File: src/rtl/core_pkg.sv
// Shared constants and entry layout for the complex reservation station,
// plus the operand wakeup function used by the slots and the dispatch bypass.
package core_pkg;

    localparam int DATA_W  = 32;
    localparam int TAG_W   = 4;
    localparam int ENTRY_W = 114;

    localparam int RD_LSB      = 0;
    localparam int RS1_RDY     = 5;
    localparam int RS1_LSB     = 6;
    localparam int RS2_RDY     = 38;
    localparam int RS2_LSB     = 39;
    localparam int REGWRITE    = 71;
    localparam int BRANCH      = 72;
    localparam int MEMTOREG    = 73;
    localparam int MEMREAD     = 74;
    localparam int MEMWRITE    = 75;
    localparam int ALUOP_LSB   = 76;
    localparam int MEMDATA_LSB = 82;

    typedef logic [ENTRY_W-1:0] rs_entry_t;

    // A not-ready operand holds its producer tag in its low TAG_W bits; cdb0 wins ties.
    function automatic rs_entry_t wakeup_entry(
        input rs_entry_t          e,
        input logic               c0_valid,
        input logic [TAG_W-1:0]   c0_tag,
        input logic [DATA_W-1:0]  c0_data,
        input logic               c1_valid,
        input logic [TAG_W-1:0]   c1_tag,
        input logic [DATA_W-1:0]  c1_data
    );
        rs_entry_t r;
        r = e;
        if (!e[RS1_RDY]) begin
            if (c0_valid && (c0_tag == e[RS1_LSB +: TAG_W])) begin
                r[RS1_LSB +: DATA_W] = c0_data;
                r[RS1_RDY]           = 1'b1;
            end else if (c1_valid && (c1_tag == e[RS1_LSB +: TAG_W])) begin
                r[RS1_LSB +: DATA_W] = c1_data;
                r[RS1_RDY]           = 1'b1;
            end
        end
        if (!e[RS2_RDY]) begin
            if (c0_valid && (c0_tag == e[RS2_LSB +: TAG_W])) begin
                r[RS2_LSB +: DATA_W] = c0_data;
                r[RS2_RDY]           = 1'b1;
            end else if (c1_valid && (c1_tag == e[RS2_LSB +: TAG_W])) begin
                r[RS2_LSB +: DATA_W] = c1_data;
                r[RS2_RDY]           = 1'b1;
            end
        end
        return r;
    endfunction

endpackage

File: src/rtl/rs_complex_slot.sv
// One reservation-station slot: stored entry, ROB number, valid bit and
// two-port CDB operand wakeup. Ready bits on the output are masked by valid.
module rs_complex_slot
    import core_pkg::*;
(
    input  logic               clk,
    input  logic               rst_n,
    input  logic               flush,
    input  logic               i_write,
    input  rs_entry_t          i_entry,
    input  logic [TAG_W-1:0]   i_rob_num,
    input  logic               i_issue,
    input  logic               i_cdb0_valid,
    input  logic [TAG_W-1:0]   i_cdb0_tag,
    input  logic [DATA_W-1:0]  i_cdb0_data,
    input  logic               i_cdb1_valid,
    input  logic [TAG_W-1:0]   i_cdb1_tag,
    input  logic [DATA_W-1:0]  i_cdb1_data,
    output logic               o_valid,
    output rs_entry_t          o_entry,
    output logic [TAG_W-1:0]   o_entry_num
);

    logic             r_valid;
    rs_entry_t        r_entry;
    logic [TAG_W-1:0] r_entry_num;
    rs_entry_t        w_woken;

    assign w_woken = wakeup_entry(r_entry, i_cdb0_valid, i_cdb0_tag, i_cdb0_data,
                                  i_cdb1_valid, i_cdb1_tag, i_cdb1_data);

    // Writes only target a free slot, so write never collides with a real issue.
    always_ff @(posedge clk or negedge rst_n) begin
        if (!rst_n) begin
            r_valid     <= 1'b0;
            r_entry     <= '0;
            r_entry_num <= '0;
        end else if (flush) begin
            r_valid     <= 1'b0;
            r_entry     <= '0;
            r_entry_num <= '0;
        end else if (i_write) begin
            r_valid     <= 1'b1;
            r_entry     <= i_entry;
            r_entry_num <= i_rob_num;
        end else if (r_valid) begin
            if (i_issue)
                r_valid <= 1'b0;
            else
                r_entry <= w_woken;
        end
    end

    always_comb begin
        o_entry          = r_entry;
        o_entry[RS1_RDY] = r_entry[RS1_RDY] & r_valid;
        o_entry[RS2_RDY] = r_entry[RS2_RDY] & r_valid;
    end

    assign o_valid     = r_valid;
    assign o_entry_num = r_entry_num;

endmodule

File: src/rtl/rs_complex.sv
// Two-entry reservation station for the complex unit: slot allocation, age
// selector and dispatch bypass. Optional counters under RS_COMPLEX_PERF_EN.
module rs_complex
    import core_pkg::*;
(
    input  logic               clk,
    input  logic               rst_n,
    input  logic               flush,
    input  logic               dispatch_valid,
    input  rs_entry_t          dispatch_entry,
    input  logic [TAG_W-1:0]   dispatch_rob_num,
    output logic               rs_ready,
    input  logic               cdb0_valid,
    input  logic [TAG_W-1:0]   cdb0_tag,
    input  logic [DATA_W-1:0]  cdb0_data,
    input  logic               cdb1_valid,
    input  logic [TAG_W-1:0]   cdb1_tag,
    input  logic [DATA_W-1:0]  cdb1_data,
    output rs_entry_t          rs_complex_0,
    output rs_entry_t          rs_complex_1,
    output logic [TAG_W-1:0]   rs_complex_0_entry_num,
    output logic [TAG_W-1:0]   rs_complex_1_entry_num,
    output logic               selector,
    input  logic               complex_0_issue,
    input  logic               complex_1_issue
`ifdef RS_COMPLEX_PERF_EN
    ,
    output logic [31:0]        perf_stall_cnt,
    output logic [31:0]        perf_issue_cnt
`endif
);

    logic [1:0]       w_valid;
    logic [1:0]       w_write;
    logic [1:0]       w_issue;
    logic [1:0]       w_remain;
    logic             w_accept;
    logic             w_selector_next;
    logic             r_selector;
    rs_entry_t        w_bypass;
    rs_entry_t        w_slot_entry [2];
    logic [TAG_W-1:0] w_slot_num   [2];

    assign rs_ready = ~(w_valid[0] & w_valid[1]);
    assign w_accept = dispatch_valid & rs_ready;
    assign w_write  = {w_accept & w_valid[0], w_accept & ~w_valid[0]};
    assign w_issue  = {complex_1_issue, complex_0_issue};
    assign w_remain = w_valid & ~w_issue;

    // Catch a broadcast landing in the same cycle as the dispatch.
    assign w_bypass = wakeup_entry(dispatch_entry, cdb0_valid, cdb0_tag, cdb0_data,
                                   cdb1_valid, cdb1_tag, cdb1_data);

    generate
        for (genvar gi = 0; gi < 2; gi++) begin : g_slot
            rs_complex_slot u_slot (
                .clk          (clk),
                .rst_n        (rst_n),
                .flush        (flush),
                .i_write      (w_write[gi]),
                .i_entry      (w_bypass),
                .i_rob_num    (dispatch_rob_num),
                .i_issue      (w_issue[gi]),
                .i_cdb0_valid (cdb0_valid),
                .i_cdb0_tag   (cdb0_tag),
                .i_cdb0_data  (cdb0_data),
                .i_cdb1_valid (cdb1_valid),
                .i_cdb1_tag   (cdb1_tag),
                .i_cdb1_data  (cdb1_data),
                .o_valid      (w_valid[gi]),
                .o_entry      (w_slot_entry[gi]),
                .o_entry_num  (w_slot_num[gi])
            );
        end
    endgenerate

    assign rs_complex_0           = w_slot_entry[0];
    assign rs_complex_1           = w_slot_entry[1];
    assign rs_complex_0_entry_num = w_slot_num[0];
    assign rs_complex_1_entry_num = w_slot_num[1];

    // A fresh dispatch is always the newest; otherwise follow the sole survivor.
    always_comb begin
        w_selector_next = r_selector;
        if (w_write[0])
            w_selector_next = 1'b0;
        else if (w_write[1])
            w_selector_next = 1'b1;
        else if (w_remain == 2'b01)
            w_selector_next = 1'b0;
        else if (w_remain == 2'b10)
            w_selector_next = 1'b1;
    end

    always_ff @(posedge clk or negedge rst_n) begin
        if (!rst_n)
            r_selector <= 1'b0;
        else if (flush)
            r_selector <= 1'b0;
        else
            r_selector <= w_selector_next;
    end

    assign selector = r_selector;

`ifdef RS_COMPLEX_PERF_EN
    logic [31:0] r_stall_cnt;
    logic [31:0] r_issue_cnt;
    logic [31:0] w_issue_inc;

    assign w_issue_inc = {31'd0, w_valid[0] & w_issue[0]} + {31'd0, w_valid[1] & w_issue[1]};

    // Counters survive flush; only rst_n clears them.
    always_ff @(posedge clk or negedge rst_n) begin
        if (!rst_n) begin
            r_stall_cnt <= '0;
            r_issue_cnt <= '0;
        end else begin
            if (dispatch_valid && !rs_ready)
                r_stall_cnt <= r_stall_cnt + 32'd1;
            r_issue_cnt <= r_issue_cnt + w_issue_inc;
        end
    end

    assign perf_stall_cnt = r_stall_cnt;
    assign perf_issue_cnt = r_issue_cnt;
`endif

endmodule

File: config.mk
export PLATFORM = sky130hd
export DESIGN_NAME = rs_complex
export DESIGN_NICKNAME = d
export VERILOG_FILES = /design/src/rtl/core_pkg.sv /design/src/rtl/rs_complex_slot.sv /design/src/rtl/rs_complex.sv
export SDC_FILE = /design/constraint.sdc
export NUM_CORES = 1
export LEC_CHECK = 0
export BUFFER_PORTS_ARGS = -buffer_cell sky130_fd_sc_hd__buf_2
export CORE_MARGIN = 2
export CORE_UTILIZATION = 44
export CTS_CLUSTER_DIAMETER = 80
export DETAILED_ROUTE_END_ITERATION = 16
export PLACE_DENSITY = 0.73
export SYNTH_ARGS = -nofsm -noshare
export SYNTH_HDL_FRONTEND = slang
export SYNTH_SLANG_ARGS = --single-unit
File: constraint.sdc
create_clock -name clk -period 2.7 [get_ports clk]
set_input_delay 0.54 -clock clk [delete_from_list [all_inputs] [get_ports clk]]
set_output_delay 0.54 -clock clk [all_outputs]
set_load 0.1 [all_outputs]
# [Word level (Yosys, flattened, before mapping)]
# Index checks and enable logic that the tools add are counted.
[word_totals] word_cells=115 output_inout_bits=238 ff_bits=239
[classes] muxes=43 n_bitwise=12 eq_ne=20 reduce_logical=27
[ops] cell="$mux 114" n=6
[ops] cell="$mux 33" n=18
[ops] cell="$mux 71" n=2
[ops] cell="$eq 4x4->1" n=12
[ops] cell="$ne 3x2->1 const B" n=6
[ops] cell="$mux 4" n=4
[ops] cell="$reduce_and 4->1" n=4
[ops] cell="$reduce_bool 4->1" n=4
[ops] cell="$mux 1" n=13
[ops] cell="$logic_and 1x1->1" n=12
[ops] cell="$and 1x1->1" n=8
[ops] cell="$reduce_bool 3->1" n=2
[ops] cell="$reduce_bool 5->1" n=1
[ops] cell="$reduce_and 2->1" n=2
[ops] cell="$reduce_bool 2->1" n=2
[ops] cell="$and 2x2->2" n=1
[ops] cell="$eq 2x1->1 const B" n=1
[ops] cell="$eq 2x2->1 const B" n=1
[ops] cell="$not 1->1" n=2
[ops] cell="$not 2->2" n=1

# [Logic depth before layout (Yosys ltp)]
[logic_depth] ltp_word=9 ltp_mapped=10 ltp_nobuf=6

# [Hierarchy]
# Synthesis repeated with hierarchy kept, for this count alone.
[unflattened] cells_unflattened=1631 hier_area_um2=14890.5
[by_module_without_submodules] mod="rs_complex_slot" area_per_inst_um2=6677.7 cells_each=701 n_inst=2 seq_area_each_um2=2977.9
[by_module_without_submodules] mod="rs_complex" area_per_inst_um2=1535.2 cells_each=229 n_inst=1 seq_area_each_um2=25.0

# [Worst setup path after synthesis]
# No wires, ideal clock.
[synth_timing] path_type="input-to-reg" from="in cdb1_tag[3]" to="reg g_slot[1].u_slot.r_entry[46]" slack_ns=0.515 path_buffers=2 t_required_ns=2.564 arrival_ns=2.049 setup_ns=0.136 stages=8 path_cell_list="buf_6 xnor2_1 nand3_1 or3_4 and2_4 buf_6 a222oi_1 o22ai_1"
[synth_via] elab_chain_cells=7 word_cells_on_any_way=11 classes_between="eq/ne (2); mux (5); reduce/logical (4)"
[synth_rtl] element="start: declaration" line_no="rs_complex.sv:17" source="input logic [TAG_W-1:0] cdb1_tag,"
[synth_rtl] element="$eq 4x4->1" line_no="core_pkg.sv:49" source="end else if (c1_valid && (c1_tag == e[RS2_LSB +: TAG_W])) begin"
[synth_rtl] element="$logic_and 1x1->1" line_no="core_pkg.sv:49"
[synth_rtl] element="$mux 33" line_no="core_pkg.sv:49"
[synth_rtl] element="$mux 33" line_no="core_pkg.sv:46" source="if (c0_valid && (c0_tag == e[RS2_LSB +: TAG_W])) begin"
[synth_rtl] element="$mux 33" line_no="core_pkg.sv:45" source="if (!e[RS2_RDY]) begin"
[synth_rtl] element="$mux 114" line_no="rs_complex_slot.sv:42" source="end else if (i_write) begin"
[synth_rtl] element="$mux 114" line_no="rs_complex_slot.sv:38" source="end else if (flush) begin"
[synth_rtl] element="end signal: assignment" line_no="rs_complex_slot.sv:44" source="r_entry <= i_entry;"
[synth_rtl] element="end signal: assignment" line_no="rs_complex_slot.sv:50" source="r_entry <= w_woken;"
[synth_rtl] element="end: declaration" line_no="rs_complex_slot.sv:25" source="rs_entry_t r_entry;"
# Parallel ways exist; a longest one is shown, timed or not.
# A chain may end at the register's enable or synchronous reset.

# [Worst setup path in the final report]
[layout_timing] from="reg g_slot[1].u_slot.r_entry[40]" to="reg g_slot[1].u_slot.r_entry[54]"
[layout_via] elab_chain_cells=8 word_cells_on_any_way=12 classes_between="eq/ne (2); mux (6); reduce/logical (4)"
[layout_rtl] element="$eq 4x4->1" line_no="core_pkg.sv:46"
[layout_rtl] element="$logic_and 1x1->1" line_no="core_pkg.sv:46"
[layout_rtl] element="$mux 33" line_no="core_pkg.sv:46"
[layout_rtl] element="$mux 33" line_no="core_pkg.sv:45"
[layout_rtl] element="$mux 71" line_no="rs_complex_slot.sv:47" source="if (i_issue)"
[layout_rtl] element="$mux 114" line_no="rs_complex_slot.sv:46" source="end else if (r_valid) begin"
[layout_rtl] element="$mux 114" line_no="rs_complex_slot.sv:42"
[layout_rtl] element="$mux 114" line_no="rs_complex_slot.sv:38"
# Parallel ways exist; a longest one is shown, timed or not. The select of a mux whose other input is x is not followed.

==> metrics.txt <==
# TYPE chip_impl_metric gauge
chip_impl_metric{name="initial_utilization",unit="%"} 44.79
chip_impl_metric{name="die_width",unit="um"} 186.0
chip_impl_metric{name="total_power",unit="mW"} 10.46
chip_impl_metric{name="postSynthNetCount",unit=""} 1837
chip_impl_metric{name="avgSynthCellArea",unit="um^2"} 8.890
chip_impl_metric{name="design.die.area",unit="mm^2"} 0.03459
chip_impl_metric{name="power.leakage",unit="nW"} 8.361
chip_impl_metric{name="postSynth.asyncResetShare",unit="%"} 100.0
chip_impl_metric{name="area_overhead_of_the_layout_relative_to_synthesis",unit="%"} 14.91
chip_impl_metric{name="worst-endpoint-required",unit="ps"} 3170
chip_impl_metric{name="detail_route.iter0.violations",unit=""} 1639
chip_impl_metric{name="final_min_period_over_clock_period",unit="%"} 96.00
chip_impl_info{name="cts_tree",value="done"} 1
chip_impl_info{name="crit_path_start_kind",value="flip-flop"} 1
chip_impl_metric{name="finalNetCount",unit=""} 1995
chip_impl_metric{name="cts-root-to-sink-buffers",unit=""} 3
chip_impl_metric{name="global_route.usage.total",unit="%"} 30.82
chip_impl_metric{name="cellInternalPower",unit="mW"} 6.528
chip_impl_metric{name="seq_power_share",unit="%"} 37.3
chip_impl_metric{name="drt_wl_total",unit="mm"} 55.76
chip_impl_metric{name="power_share_of_the_combinational_group",unit="%"} 26.4
chip_impl_metric{name="worstPathArrival",unit="ps"} 3070
chip_impl_metric{name="number_of_endpoints_failing_setup_at_the_final_stage",unit=""} 0
chip_impl_metric{name="floorplan.core_area",unit="mm^2"} 0.03254
chip_impl_metric{name="route.detailed.wl_per_inst",unit="um"} 24.63
chip_impl_metric{name="grt_max_degree",unit=""} 93
chip_impl_metric{name="report.final.slew_viol_count",unit=""} 0
chip_impl_metric{name="vdd_drop_max",unit="mV"} 0.4456
chip_impl_metric{name="power_per_cell_area",unit="mW/mm^2"} 624.5
chip_impl_metric{name="post_route_cells_drive_above_1_share",unit="%"} 31.43
chip_impl_metric{name="synth_enable_flop_cells",unit=""} 0
chip_impl_metric{name="finalWeightedCongestion",unit=""} 0.9684
chip_impl_metric{name="power.net_switching",unit="mW"} 3.929
chip_impl_metric{name="placed_cells",unit=""} 2207
chip_impl_metric{name="via_count",unit=""} 14070
chip_impl_metric{name="cts_sinks",unit=""} 239
chip_impl_metric{name="yosysUniqueCellTypes",unit=""} 52
chip_impl_metric{name="antenna_violating_nets_post_route",unit=""} 0
chip_impl_metric{name="final.min_clock_period",unit="ps"} 2592
chip_impl_metric{name="post-synth-top-area-fraction",unit="%"} 41.04
chip_impl_metric{name="cts_htree_levels",unit=""} 1
chip_impl_metric{name="std_cell_rows",unit=""} 66
chip_impl_metric{name="utilization",unit="%"} 51.47
chip_impl_metric{name="drt_drc_violations_left",unit=""} 0
chip_impl_metric{name="final-instance-count-excl-fill",unit=""} 2264
chip_impl_metric{name="critical_path_peak_fanout",unit=""} 34
chip_impl_metric{name="cts_setup_buffers",unit=""} 0
chip_impl_info{name="synth.largest_area_cell",value="dfrtp_1"} 1
chip_impl_info{name="setup_repair_after_global_routing_missed_its_margin",value="no"} 1
chip_impl_metric{name="netlist_area",unit="mm^2"} 0.01457
chip_impl_info{name="yosys-top-cells-area",value="dfrtp_1 41%, buf_4 12%, nand2_1 6.4%, a21oi_1 3.7%, a221oi_1 3.5%"} 1
chip_impl_info{name="critical_path_end_type",value="flip-flop"} 1
chip_impl_info{name="synth.top_cells.by_count",value="249 x nand2_1, 239 x dfrtp_1, 224 x buf_4, 109 x a21oi_1, 85 x clkbuf_1"} 1
chip_impl_metric{name="finalHoldViolations",unit=""} 0
chip_impl_metric{name="io_pins",unit=""} 436
chip_impl_metric{name="clkPwrFrac",unit="%"} 36.3
chip_impl_metric{name="worst_clock_skew",unit="ps"} 15.92
chip_impl_info{name="worst_hold_path_type",value="input pin to flip-flop"} 1
chip_impl_metric{name="max_cap_viol_count",unit=""} 0
chip_impl_info{name="ys.flop_type",value="dfrtp_1"} 1
chip_impl_info{name="status",value="complete, no violations"} 1
chip_impl_metric{name="grt_antenna_before_repair",unit=""} 6
chip_impl_metric{name="p_sw_share",unit="%"} 37.57
chip_impl_metric{name="fmaxAchievable",unit="MHz"} 385.8
chip_impl_info{name="synth.most_common_cell",value="nand2_1"} 1
chip_impl_metric{name="route.detailed.vias_per_inst",unit=""} 6.215
chip_impl_metric{name="grt_pass1_vias",unit=""} 13870
chip_impl_metric{name="drtPass1Iterations",unit=""} 8
chip_impl_metric{name="cts_buffers",unit=""} 28
chip_impl_metric{name="grt_first_pass_wirelength",unit="mm"} 82.14
chip_impl_metric{name="post_synth_inst_count",unit=""} 1639
chip_impl_metric{name="hpwlAfterDp",unit="mm"} 36.93
chip_impl_metric{name="grt_remaining_overflow",unit=""} 0
chip_impl_metric{name="io_buffers",unit=""} 435
chip_impl_metric{name="max-slew-margin-rel",unit="%"} 21.20
chip_impl_metric{name="yosys_warnings",unit=""} 0
chip_impl_info{name="cts_root_buf",value="clkbuf_16"} 1
chip_impl_metric{name="synth_sequential_area_ratio",unit="%"} 41.04
chip_impl_info{name="setup.worst_path.class",value="flip-flop to flip-flop"} 1
chip_impl_metric{name="clkLatencyLatePin",unit="ps"} 560
chip_impl_metric{name="yosys_register_bits",unit=""} 239
chip_impl_metric{name="clkTransAtPathRegs",unit="ps"} 60
chip_impl_metric{name="final.fill_count",unit=""} 3089
chip_impl_metric{name="fp.dieH",unit="um"} 186.0
chip_impl_metric{name="worst_pin_slew",unit="ps"} 1178
## layer usage
metal | global-route usage, % | wire, um
met5 | 0 | 11
met1 | 36.56 | 19970
met4 | 16.22 | 2876
met3 | 9.137 | 6900
met2 | 50.44 | 26000
## kinds of logic after synthesis
family	share of synthesized area [%]
AOI/OAI and AO/OA	25.35
xor gates and xnor gates	2.885
buffers and inverters	17.70
DFF	41.04
and+or+nand+nor	13.03
## layout make-up
class / count / area (um^2) / area share, %
antenna: 5 / 12.51 / 0.07472
clock buffer: 43 / 838.3 / 5.006
clock inverter: 7 / 66.31 / 0.3960
inverter: 66 / 247.7 / 1.479
multi-input combinational: 970 / 6193 / 36.99
sequential: 239 / 5981 / 35.72
tap: 442 / 553.0 / 3.303
timing repair buffer: 492 / 2853 / 17.04
## per-stage QoR
stage,setup TNS [ps],area (um^2),setup WS (ps),hold WS [ps]
after floorplan,0,14570,515.2,244.4
after global placement,-832.5,15790,-38.94,472.1
after detailed placement,-2644,15790,-89.59,471.6
after CTS,0,16710,108.2,191.3
after global routing,0,16740,56.12,200.2
final,0,16740,107.9,207.9
## worst max-delay path, cell delays in order, from the launching register on
cell and delay [ps]:
dfrtp_1 490, xnor2_1 230, nand3_1 160, nor2_4 260, buf_6 370, o21a_1 300, buf_4 330, o21ai_0 160
o2bb2ai_1 190
## path summary, 6_finish.rpt
| check | depth (start not counted) | startpoint | endpoint | slack (ps) |
|---|---|---|---|---|
| worst max-delay path | 8 | g_slot[1].u_slot.r_entry[40] | g_slot[1].u_slot.r_entry[54] | 110 |
| worst min-delay path | 3 | dispatch_entry[17] | g_slot[0].u_slot.r_entry[17] | 210 |
| worst max register to register | 8 | g_slot[1].u_slot.r_entry[40] | g_slot[1].u_slot.r_entry[54] | 110 |
| worst min register to register | 2 | g_slot[1].u_slot.r_entry[100] | g_slot[1].u_slot.r_entry[100] | 520 |
| max in group asynchronous | 3 | rst_n | g_slot[0].u_slot.r_entry[48] | 1440 |
| min in group asynchronous | 2 | rst_n | g_slot[0].u_slot.r_entry[13] | 480 |
## power groups by stage
| stage | Sequential [mW] | Clock (mW) | Combinational [mW] |
|---|---|---|---|
| 2_1_floorplan | 3.96 | 0 | 2.15 |
| 3_3_place_gp | 3.95 | 0 | 2.71 |
| 3_5_place_dp | 3.96 | 0 | 2.74 |
| 4_1_cts | 3.89 | 3.84 | 2.75 |
| 5_1_grt | 3.92 | 3.98 | 2.88 |
| 6_report | 3.90 | 3.79 | 2.76 |
## sequential cells by signal (all words and copies together), names as in the netlist
name                       flops
g_slot.u_slot.r_entry        228
selector                       1
g_slot.u_slot.o_entry_num      8
g_slot.u_slot.o_valid          2
## repair_timing
| action | CTS | global route |
|---|---|---|
| resized for setup | 0 | 3 |
| hold buffers | 1 | 0 |
| endpoints found under the hold margin | 40 | 0 |
| setup endpoints to repair | 0 | 12 |
## cell usage in the layout (no fill, tap or decap), drive strengths merged, types with 5 or more instances in the layout
cell / n
buf: 491
nand2: 249
dfrtp: 239
a21oi: 109
inv: 67
a221oi: 63
a22oi: 62
o21ai: 61
clkbuf: 43
o2bb2ai: 41
nand3: 36
a22o: 33
o221ai: 33
a21o: 33
nand4: 32
and3: 27
xnor2: 26
a221o: 24
xor2: 22
nor3: 21
o22ai: 20
nor2: 20
a222oi: 11
and2: 9
nand2b: 6
diode: 5
Note: power is estimated with default switching activity, not from simulation.
